==> src/rtl/axi_lite_regfile_slave.sv <==
// -----------------------------------------------------------------------------
// axi_lite_regfile_slave
//
// AXI4-Lite slave front end for the control register file. Each bus write
// becomes a single-cycle write strobe towards the register file, and each bus
// read samples the register file's combinational read port. One write and one
// read may be outstanding at a time; the two paths run independently.
// Out-of-range addresses (any bit above [5:2] set) and partial byte strobes
// are answered with SLVERR and never reach the register file.
//
// Ports
//   clk, resetn          system clock (rising edge), async active-low reset
//   s_axi_aw*            write-address channel (awaddr, awvalid, awready)
//   s_axi_w*             write-data channel (wdata, wstrb, wvalid, wready)
//   s_axi_b*             write-response channel (bresp, bvalid, bready)
//   s_axi_ar*            read-address channel (araddr, arvalid, arready)
//   s_axi_r*             read-data channel (rdata, rresp, rvalid, rready)
//   write_addr/data/en   register file write port, write_en is a 1-cycle pulse
//   read_addr/read_data  register file combinational read port
// -----------------------------------------------------------------------------
module axi_lite_regfile_slave #(
    parameter int ADDR_WIDTH = 32
) (
    input  logic                  clk,
    input  logic                  resetn,

    input  logic [ADDR_WIDTH-1:0] s_axi_awaddr,
    input  logic                  s_axi_awvalid,
    output logic                  s_axi_awready,

    input  logic [31:0]           s_axi_wdata,
    input  logic [3:0]            s_axi_wstrb,
    input  logic                  s_axi_wvalid,
    output logic                  s_axi_wready,

    output logic [1:0]            s_axi_bresp,
    output logic                  s_axi_bvalid,
    input  logic                  s_axi_bready,

    input  logic [ADDR_WIDTH-1:0] s_axi_araddr,
    input  logic                  s_axi_arvalid,
    output logic                  s_axi_arready,

    output logic [31:0]           s_axi_rdata,
    output logic [1:0]            s_axi_rresp,
    output logic                  s_axi_rvalid,
    input  logic                  s_axi_rready,

    output logic [3:0]            write_addr,
    output logic [31:0]           write_data,
    output logic                  write_en,

    output logic [3:0]            read_addr,
    input  logic [31:0]           read_data
);

    localparam logic [1:0] W_COLLECT = 2'd0;
    localparam logic [1:0] W_COMMIT  = 2'd1;
    localparam logic [1:0] W_RESP    = 2'd2;

    localparam logic [1:0] R_IDLE    = 2'd0;
    localparam logic [1:0] R_FETCH   = 2'd1;
    localparam logic [1:0] R_RESP    = 2'd2;

    localparam logic [1:0] RESP_OKAY   = 2'b00;
    localparam logic [1:0] RESP_SLVERR = 2'b10;

    // Write path state
    logic [1:0] wstate;
    logic       aw_held;
    logic       w_held;
    logic       aw_ok_q;     // latched address range check
    logic       strb_ok_q;   // latched full-word strobe check
    logic       wr_legal;    // verdict of the write being committed

    // Read path state
    logic [1:0] rstate;
    logic       rd_ok;

    // Combinational helpers
    logic aw_hs;
    logic w_hs;
    logic aw_ok_in;
    logic strb_ok_in;
    logic aw_held_nx;
    logic w_held_nx;
    logic commit_nx;
    logic legal_nx;
    logic ar_hs;
    logic ar_ok_in;

    // Byte-lane bits of the addresses carry no meaning here.
    logic unused_addr_bits;
    assign unused_addr_bits = ^{s_axi_awaddr[1:0], s_axi_araddr[1:0]};

    always_comb begin
        aw_hs      = s_axi_awvalid && s_axi_awready;
        w_hs       = s_axi_wvalid && s_axi_wready;
        aw_ok_in   = (s_axi_awaddr[ADDR_WIDTH-1:6] == '0);
        strb_ok_in = (s_axi_wstrb == 4'b1111);
        aw_held_nx = aw_held || aw_hs;
        w_held_nx  = w_held || w_hs;
        commit_nx  = (wstate == W_COLLECT) && aw_held_nx && w_held_nx;
        // The second half of the pair may be arriving this very cycle, so the
        // legality check takes the live input for whichever side handshakes now.
        legal_nx   = (aw_hs ? aw_ok_in : aw_ok_q) && (w_hs ? strb_ok_in : strb_ok_q);
        ar_hs      = s_axi_arvalid && s_axi_arready;
        ar_ok_in   = (s_axi_araddr[ADDR_WIDTH-1:6] == '0);
    end

    // -------------------------------------------------------------------------
    // Write path: collect AW and W in any order, commit for one cycle, respond.
    // -------------------------------------------------------------------------
    always_ff @(posedge clk or negedge resetn) begin
        if (!resetn) begin
            wstate        <= W_COLLECT;
            aw_held       <= 1'b0;
            w_held        <= 1'b0;
            aw_ok_q       <= 1'b0;
            strb_ok_q     <= 1'b0;
            wr_legal      <= 1'b0;
            s_axi_awready <= 1'b0;
            s_axi_wready  <= 1'b0;
            s_axi_bvalid  <= 1'b0;
            s_axi_bresp   <= RESP_OKAY;
            write_addr    <= '0;
            write_data    <= '0;
            write_en      <= 1'b0;
        end else begin
            case (wstate)
                W_COLLECT: begin
                    aw_held <= aw_held_nx;
                    w_held  <= w_held_nx;
                    if (aw_hs) begin
                        write_addr <= s_axi_awaddr[5:2];
                        aw_ok_q    <= aw_ok_in;
                    end
                    if (w_hs) begin
                        write_data <= s_axi_wdata;
                        strb_ok_q  <= strb_ok_in;
                    end
                    if (commit_nx) begin
                        s_axi_awready <= 1'b0;
                        s_axi_wready  <= 1'b0;
                        write_en      <= legal_nx;
                        wr_legal      <= legal_nx;
                        wstate        <= W_COMMIT;
                    end else begin
                        s_axi_awready <= !aw_held_nx;
                        s_axi_wready  <= !w_held_nx;
                    end
                end
                W_COMMIT: begin
                    write_en     <= 1'b0;
                    s_axi_bvalid <= 1'b1;
                    s_axi_bresp  <= wr_legal ? RESP_OKAY : RESP_SLVERR;
                    wstate       <= W_RESP;
                end
                W_RESP: begin
                    if (s_axi_bready) begin
                        s_axi_bvalid  <= 1'b0;
                        aw_held       <= 1'b0;
                        w_held        <= 1'b0;
                        s_axi_awready <= 1'b1;
                        s_axi_wready  <= 1'b1;
                        wstate        <= W_COLLECT;
                    end
                end
                default: begin
                    write_en <= 1'b0;
                    wstate   <= W_COLLECT;
                end
            endcase
        end
    end

    // -------------------------------------------------------------------------
    // Read path: accept AR, sample the register file one cycle later, respond.
    // -------------------------------------------------------------------------
    always_ff @(posedge clk or negedge resetn) begin
        if (!resetn) begin
            rstate        <= R_IDLE;
            rd_ok         <= 1'b0;
            read_addr     <= '0;
            s_axi_arready <= 1'b0;
            s_axi_rvalid  <= 1'b0;
            s_axi_rdata   <= '0;
            s_axi_rresp   <= RESP_OKAY;
        end else begin
            case (rstate)
                R_IDLE: begin
                    if (ar_hs) begin
                        read_addr     <= s_axi_araddr[5:2];
                        rd_ok         <= ar_ok_in;
                        s_axi_arready <= 1'b0;
                        rstate        <= R_FETCH;
                    end else begin
                        s_axi_arready <= 1'b1;
                    end
                end
                R_FETCH: begin
                    // Sampled in the same cycle a concurrent write_en may be
                    // high, so the pre-write contents are returned.
                    s_axi_rdata  <= rd_ok ? read_data : '0;
                    s_axi_rresp  <= rd_ok ? RESP_OKAY : RESP_SLVERR;
                    s_axi_rvalid <= 1'b1;
                    rstate       <= R_RESP;
                end
                R_RESP: begin
                    if (s_axi_rready) begin
                        s_axi_rvalid  <= 1'b0;
                        s_axi_arready <= 1'b1;
                        rstate        <= R_IDLE;
                    end
                end
                default: begin
                    rstate <= R_IDLE;
                end
            endcase
        end
    end

endmodule

==> config.mk <==
export PLATFORM = sky130hd
export DESIGN_NAME = axi_lite_regfile_slave
export DESIGN_NICKNAME = d
export VERILOG_FILES = /design/src/rtl/axi_lite_regfile_slave.sv
export SDC_FILE = /design/constraint.sdc
export NUM_CORES = 1
export LEC_CHECK = 0
export BUFFER_PORTS_ARGS = -buffer_cell sky130_fd_sc_hd__buf_2
export CAP_MARGIN = 40
export CORE_ASPECT_RATIO = 1.25
export CORE_UTILIZATION = 47
export DETAILED_ROUTE_END_ITERATION = 10
export HOLD_SLACK_MARGIN = 0.05
export PLACE_DENSITY = 0.85
export SETUP_SLACK_MARGIN = 0.5
export SYNTH_ARGS = -nofsm -noshare
export SYNTH_HDL_FRONTEND = slang
export SYNTH_SLANG_ARGS = --single-unit
==> constraint.sdc <==
create_clock -name clk -period 4.4 [get_ports clk]
set_input_delay 0.66 -clock clk [delete_from_list [all_inputs] [get_ports clk]]
set_output_delay 0.66 -clock clk [all_outputs]
set_load 0.01 [all_outputs]
==> flow_metrics.tcl, run 1 <==
set metrics [dict create \
    status "completed" \
    setup-violations-final 0 \
    vias 3186 \
    p_leak_nw 2.65 \
    via_per_inst 5.03 \
    dp_hpwl_mm 6.90 \
    grtUsageTotal_pct 21.9 \
    drc 0 \
    drtIter0Drc 101 \
    cp_cell_sequence "or2_1 > nor2_8 > mux2_2" \
    grt_max_degree 53 \
    post_cts_buffers 0 \
    io_buffers 214 \
    io_pins 221 \
    cts_made_buffers 9 \
    nNetsFinal 673 \
    startpoint "wstate[1]" \
    fin_crit_sh_pct 46.7 \
    switching_share_pct 33.9 \
    area_delta_synth_final_pct 34.9 \
    n_fill_cell 642 \
    reg2reg_depth 3 \
    internal_power_mw 1.87 \
    hold_violations 0 \
    max_freq_mhz 487 \
    clk_latency_ns 0.36 \
    grt_pass1_vias 3029 \
    clockBufferDepth 2 \
    worstPathArrival_ns 2.29 \
    worstPathRequired_ns 4.64 \
    num_antenna_cells 0 \
    final.setup_skew_ns 0.0117 \
    slew_viol_final 0 \
    switchingPower_mw 0.957 \
    layout-drive-gt1-share_pct 52.1 \
    crit_path_top_delay_cell "nor2_8" \
    cts.htree.levels 3 \
    synth_warnings 0 \
    cp_slowest_stage_delay_ns 0.67 \
    routed_wl_mm 9.01 \
    first_pass_iters 4 \
    finalPower_mw 2.82 \
    core_mm2 0.00784 \
    synth_cell_types 33 \
    path_delay_family "simple AND/OR/NAND/NOR gates" \
    tightest_slew_ns 0.755 \
    synth_cells 322 \
    setup_tns_ns 0 \
    path_max_fanout 33 \
    netlist_top_cells_area "dfrtp_1 (59%), mux2_4 (11%), nand2_1 (7.4%)" \
    cts_sinks 90 \
    fp-row-count 36 \
    wl_per_cell_um 14.2 \
    critPathLaunchType "flip-flop" \
    fp.dieH_um 103 \
    final_common_cell "buf_2" \
    drtAntennaViolNets 0 \
    rsz0062_at_grt "no" \
    hp-class "in -> async" \
    final_cell_mix "buf_2 (213), dfrtp_1 (90), nand2_1 (75)" \
    power_density_mw_per_mm2 550 \
    cp.buffers_inverters 0 \
    cp.depth 3 \
    cts-root-buf "clkbuf_8" \
    grt_overflow_total 0 \
    cp-end-kind "flip-flop" \
    cts_tree "built" \
    gp_congestion 0.786 \
    min_period_ns 2.05 \
    ys_ff_latch 90 \
    die_width_um 82.5 \
    ys_seq_area_share_pct 59.2 \
    cts.reportedPaths.clkPinSlew_ns 0.09 \
    drv_cap 0 \
    synth_top_cell_area_share_pct 59.2 \
    grt_antenna_before_repair 0 \
    comb_power_share_pct 38.0 \
    syn-mean-instance-area_um2 11.8 \
    die_area_mm2 0.00846 \
    syn_area_mm2 0.00380 \
    ctsResizeCount 0 \
    final_area_mm2 0.00513 \
    peakVddDrop_mv 0.335 \
    max_slew_margin_pct 49.7 \
    critPathKind "reg -> reg" \
    seqPwrFrac_pct 43.8 \
    start_util_pct 48.5 \
    postCtsHoldBufs 0 \
    clkPwrFrac_pct 18.2 \
    timing.rr.start "wstate[1]" \
    yosysTopAreaCell "dfrtp_1" \
    dpl_cell_area_mm2 0.00495 \
    grt_pass1_wl_mm 13.7 \
]
kinds of logic (layout without fill, tap and decap cells):
family                 Yosys count  in the layout  share of synthesized area (%)
and+or+nand+nor                112            112                           13.6
buffers and inverters           23            239                           4.04
muxes                           42             42                           15.3
DFF                             90             90                           59.2
AOI/OAI and AO/OA               54             54                           7.79
other                            1              2                         0.0986
through the flow:
step / hold WS, ns / setup WS (ns) / instances / util (%)
global route: 0.301 / 2.23 / 634 / 65.5
floorplan: 0.364 / 2.81 / 323 / -
global placement: 0.448 / 2.34 / 615 / 62.2
finish: 0.265 / 2.35 / 634 / 65.5
detailed placement: 0.466 / 2.28 / 618 / 63.2
CTS: 0.273 / 2.34 / 634 / 65.5
cells in the mapped netlist:
master	instances
o311ai_0	1
or2_2	1
mux2i_1	1
a2bb2oi_1	1
clkbuf_1	8
buf_12	3
a2bb2oi_2	1
nand2b_1	2
and4_1	1
dfrtp_1	90
o31ai_1	1
inv_1	6
mux2_4	29
buf_6	1
nor2_8	1
a21oi_1	7
buf_4	2
nand3_1	2
mux2_2	12
buf_2	3
nor2_2	1
a21o_1	1
conb_1	1
or2_1	1
and3_1	1
nor4bb_1	1
o22a_1	1
nor3_2	2
o21ai_0	41
nand2_1	75
nor2_1	8
nand4_1	4
nor4_1	12
worst paths after layout:
check	end	slack (ns)
setup / recovery	write_data[1]	2.35
hold / removal	write_en	0.27
setup reg to reg	write_data[1]	2.35
hold reg to reg	s_axi_rdata[31]	0.48
max in group asynchronous	s_axi_rdata[27]	3.51
min in group clk	s_axi_rdata[31]	0.48
flip-flops by register name, indices dropped and copies added, names as in the netlist, 2 cells and up:
register and cells:
write_data 32, rstate 2, read_addr 4, wstate 2, s_axi_rdata 32, write_addr 4
per-layer routing:
metal / vias up / global-route usage (%) / routed length [µm]
li1: 1522 / - / -
met3: 14 / 4.96 / 666
met1: 1499 / 24.2 / 3380
met2: 151 / 39.0 / 4770
met4: 0 / 11.1 / 189
met5: - / 0 / 0
power by group through the flow:
| stage | logic (mW) | clock network, mW | registers (mW) |
|---|---|---|---|
| final | 1.07 | 0.513 | 1.24 |
| after global routing | 1.18 | 0.567 | 1.28 |
| after CTS | 1.09 | 0.534 | 1.24 |
| after detailed placement | 1.09 | 0 | 1.25 |
| after floorplan | 0.613 | 0 | 1.34 |
| after global placement | 1.02 | 0 | 1.23 |
worst reg2reg max path, cell delays in order, from the launching register on:
cell and delay, ns:
dfrtp_1 0.44, or2_1 0.42, nor2_8 0.67, mux2_2 0.42
area by class of cell:
type                       count  area (µm²)  area share [%]
clock inverter                 6        41.3           0.804
inverter                       6        22.5           0.439
multi-input combinational    210        1410            27.4
tap                           95         119            2.32
timing repair buffer         217        1160            22.5
sequential                    90        2250            43.9
clock buffer                  10         138            2.68
No activity file was read; power rests on OpenSTA's default activity.
==> inputs of run 2 (changes only) <==
--- a/config.mk
+++ b/config.mk
@@ -8,10 +8,10 @@
 export BUFFER_PORTS_ARGS = -buffer_cell sky130_fd_sc_hd__buf_2
 export CAP_MARGIN = 40
 export CORE_ASPECT_RATIO = 1.25
-export CORE_UTILIZATION = 47
+export CORE_UTILIZATION = 44
 export DETAILED_ROUTE_END_ITERATION = 10
 export HOLD_SLACK_MARGIN = 0.05
-export PLACE_DENSITY = 0.85
+export PLACE_DENSITY = 0.8
 export SETUP_SLACK_MARGIN = 0.5
 export SYNTH_ARGS = -nofsm -noshare
 export SYNTH_HDL_FRONTEND = slang
==> constraint.sdc (replaced) <==
create_clock -name clk -period 1.9 [get_ports clk]
set_input_delay 0.285 -clock clk [delete_from_list [all_inputs] [get_ports clk]]
set_output_delay 0.285 -clock clk [all_outputs]
set_load 0.01 [all_outputs]
==> run 2 against run 1 <==
  * Critical path depth up 1
  * Cell area rose by 3.1%
  * Clock power increased by 130%
  * Non-clock buffer count grew 11
  * Combinational power grew to 2.6 times the previous value
  * Critical endpoint is now write_data[24]
  * Clock-buffer cell count did not move
  * Largest power group unchanged
==> flow_metrics.tcl, run 2 (synthesis results as in run 1) <==
set metrics [dict create \
    status "completed" \
    final_common_cell "buf_2" \
    layout-drive-gt1-share_pct 54.2 \
    hold_violations 0 \
    p_leak_nw 2.72 \
    setup_tns_ns 0 \
    slew_viol_final 0 \
    hp-class "in -> reg" \
    grt_pass1_wl_mm 15.0 \
    setup-violations-final 0 \
    fp-row-count 37 \
    utilization_pct 63.9 \
    io_buffers 214 \
    wl_per_cell_um 14.4 \
    fp.dieH_um 106 \
    cp-end-kind "flip-flop" \
    grt_overflow_total 0 \
    grtUsageTotal_pct 21.4 \
    dp_slack_ns 0.136 \
    start_util_pct 45.9 \
    gp_congestion 0.828 \
    worstPathArrival_ns 1.72 \
    n_fill_cell 663 \
    routed_wl_mm 9.31 \
    min_period_ns 1.48 \
    clk_latency_ns 0.36 \
    reg_top3 "s_axi_rdata: 32 flops, write_data: 32 flops" \
    cts_made_buffers 9 \
    max_freq_mhz 677 \
    drtIter0Drc 103 \
    nNetsFinal 684 \
    cts_tree "built" \
    setup_ws_ns 0.423 \
    rsz0062_at_grt "yes" \
    final.setup_skew_ns 0.0126 \
    via_per_inst 4.94 \
    first_pass_iters 4 \
    ff_latch_area_mm2 0.00225 \
    final_cell_mix "buf_2 (213), dfrtp_1 (89), nand2_1 (74)" \
    power_density_mw_per_mm2 1300 \
    critPathLaunchType "flip-flop" \
    grt_max_degree 67 \
    critPathKind "reg -> reg" \
    peakVddDrop_mv 0.670 \
    fin_crit_sh_pct 77.7 \
    path_max_fanout 8 \
    die_width_um 85.2 \
    cts_sinks 90 \
    multiInputGateArea_mm2 0.00147 \
    drv_cap 0 \
    cts.reportedPaths.clkPinSlew_ns 0.09 \
    die_area_mm2 0.00903 \
    clockBufferDepth 2 \
    grt_antenna_before_repair 0 \
    dp_hpwl_mm 6.82 \
    num_antenna_cells 0 \
    drc 0 \
    vias 3198 \
    drtAntennaViolNets 0 \
    cts.htree.levels 3 \
    cts-root-buf "clkbuf_8" \
    grt_pass1_vias 3271 \
    area_delta_synth_final_pct 39.1 \
    io_pins 221 \
    core_mm2 0.00829 \
    worstPathRequired_ns 2.14 \
]
run 2: path summary, 6_finish.rpt:
check | startpoint | end | slack [ns] | cells past startpoint
setup / recovery | wstate[1] | write_data[24] | 0.42 | 4
max in group asynchronous | resetn | s_axi_rvalid | 0.84 | 3
min in group asynchronous | resetn | s_axi_bvalid | 0.38 | 2
setup reg to reg | wstate[1] | write_data[24] | 0.42 | 4
hold reg to reg | wr_legal | s_axi_bresp[1] | 0.47 | 1
hold / removal | s_axi_wdata[19] | write_data[19] | 0.14 | 2
run 2: what timing repair did:
action,CTS,global route
gates resized for setup,15,8
hold buffers,1,0
endpoints found under the hold margin,27,0
cloned,1,0
setup endpoints to repair,45,39
setup buffers,4,1
pin swaps,4,3
run 2: final cells by class:
cell class              instances  area share, %
clock buffers                  10           2.60
flip-flops and latches         90           42.6
well taps                      97           2.29
multi-input cells             210           27.7
clock inverters                 6          0.804
inverters                       6          0.425
repair buffers                228           23.6
run 2: per-layer routing:
metal	global-route usage [%]	wire length (µm)	share of wire, %
met5	0	0	0
met4	9.93	183	2.0
met3	4.74	648	7.0
met2	37.9	4890	53
met1	24.5	3580	38
run 2: per-stage QoR:
step           power, mW  cell area (µm²)  cells  hold slack (ns)
2_1_floorplan       4.52             3810    323          -0.0106
3_3_place_gp        5.28             4950    624            0.234
3_5_place_dp        5.40             4950    624            0.238
4_1_cts             6.84             5260    646            0.127
5_1_grt             7.27             5290    647            0.138
6_report            6.86             5290    647            0.144
run 2: power breakdown:
group | total, mW | switching (mW) | internal [mW]
registers | 2.87 | 0.367 | 2.50
clock network | 1.19 | 0.684 | 0.510
logic | 2.80 | 1.28 | 1.51
run 2: worst max-delay path, stage by stage, from the launching register on:
cell	delay (ns)
dfrtp_1	0.39
or2_4	0.29
nor2_8	0.19
buf_8	0.18
mux2_4	0.31
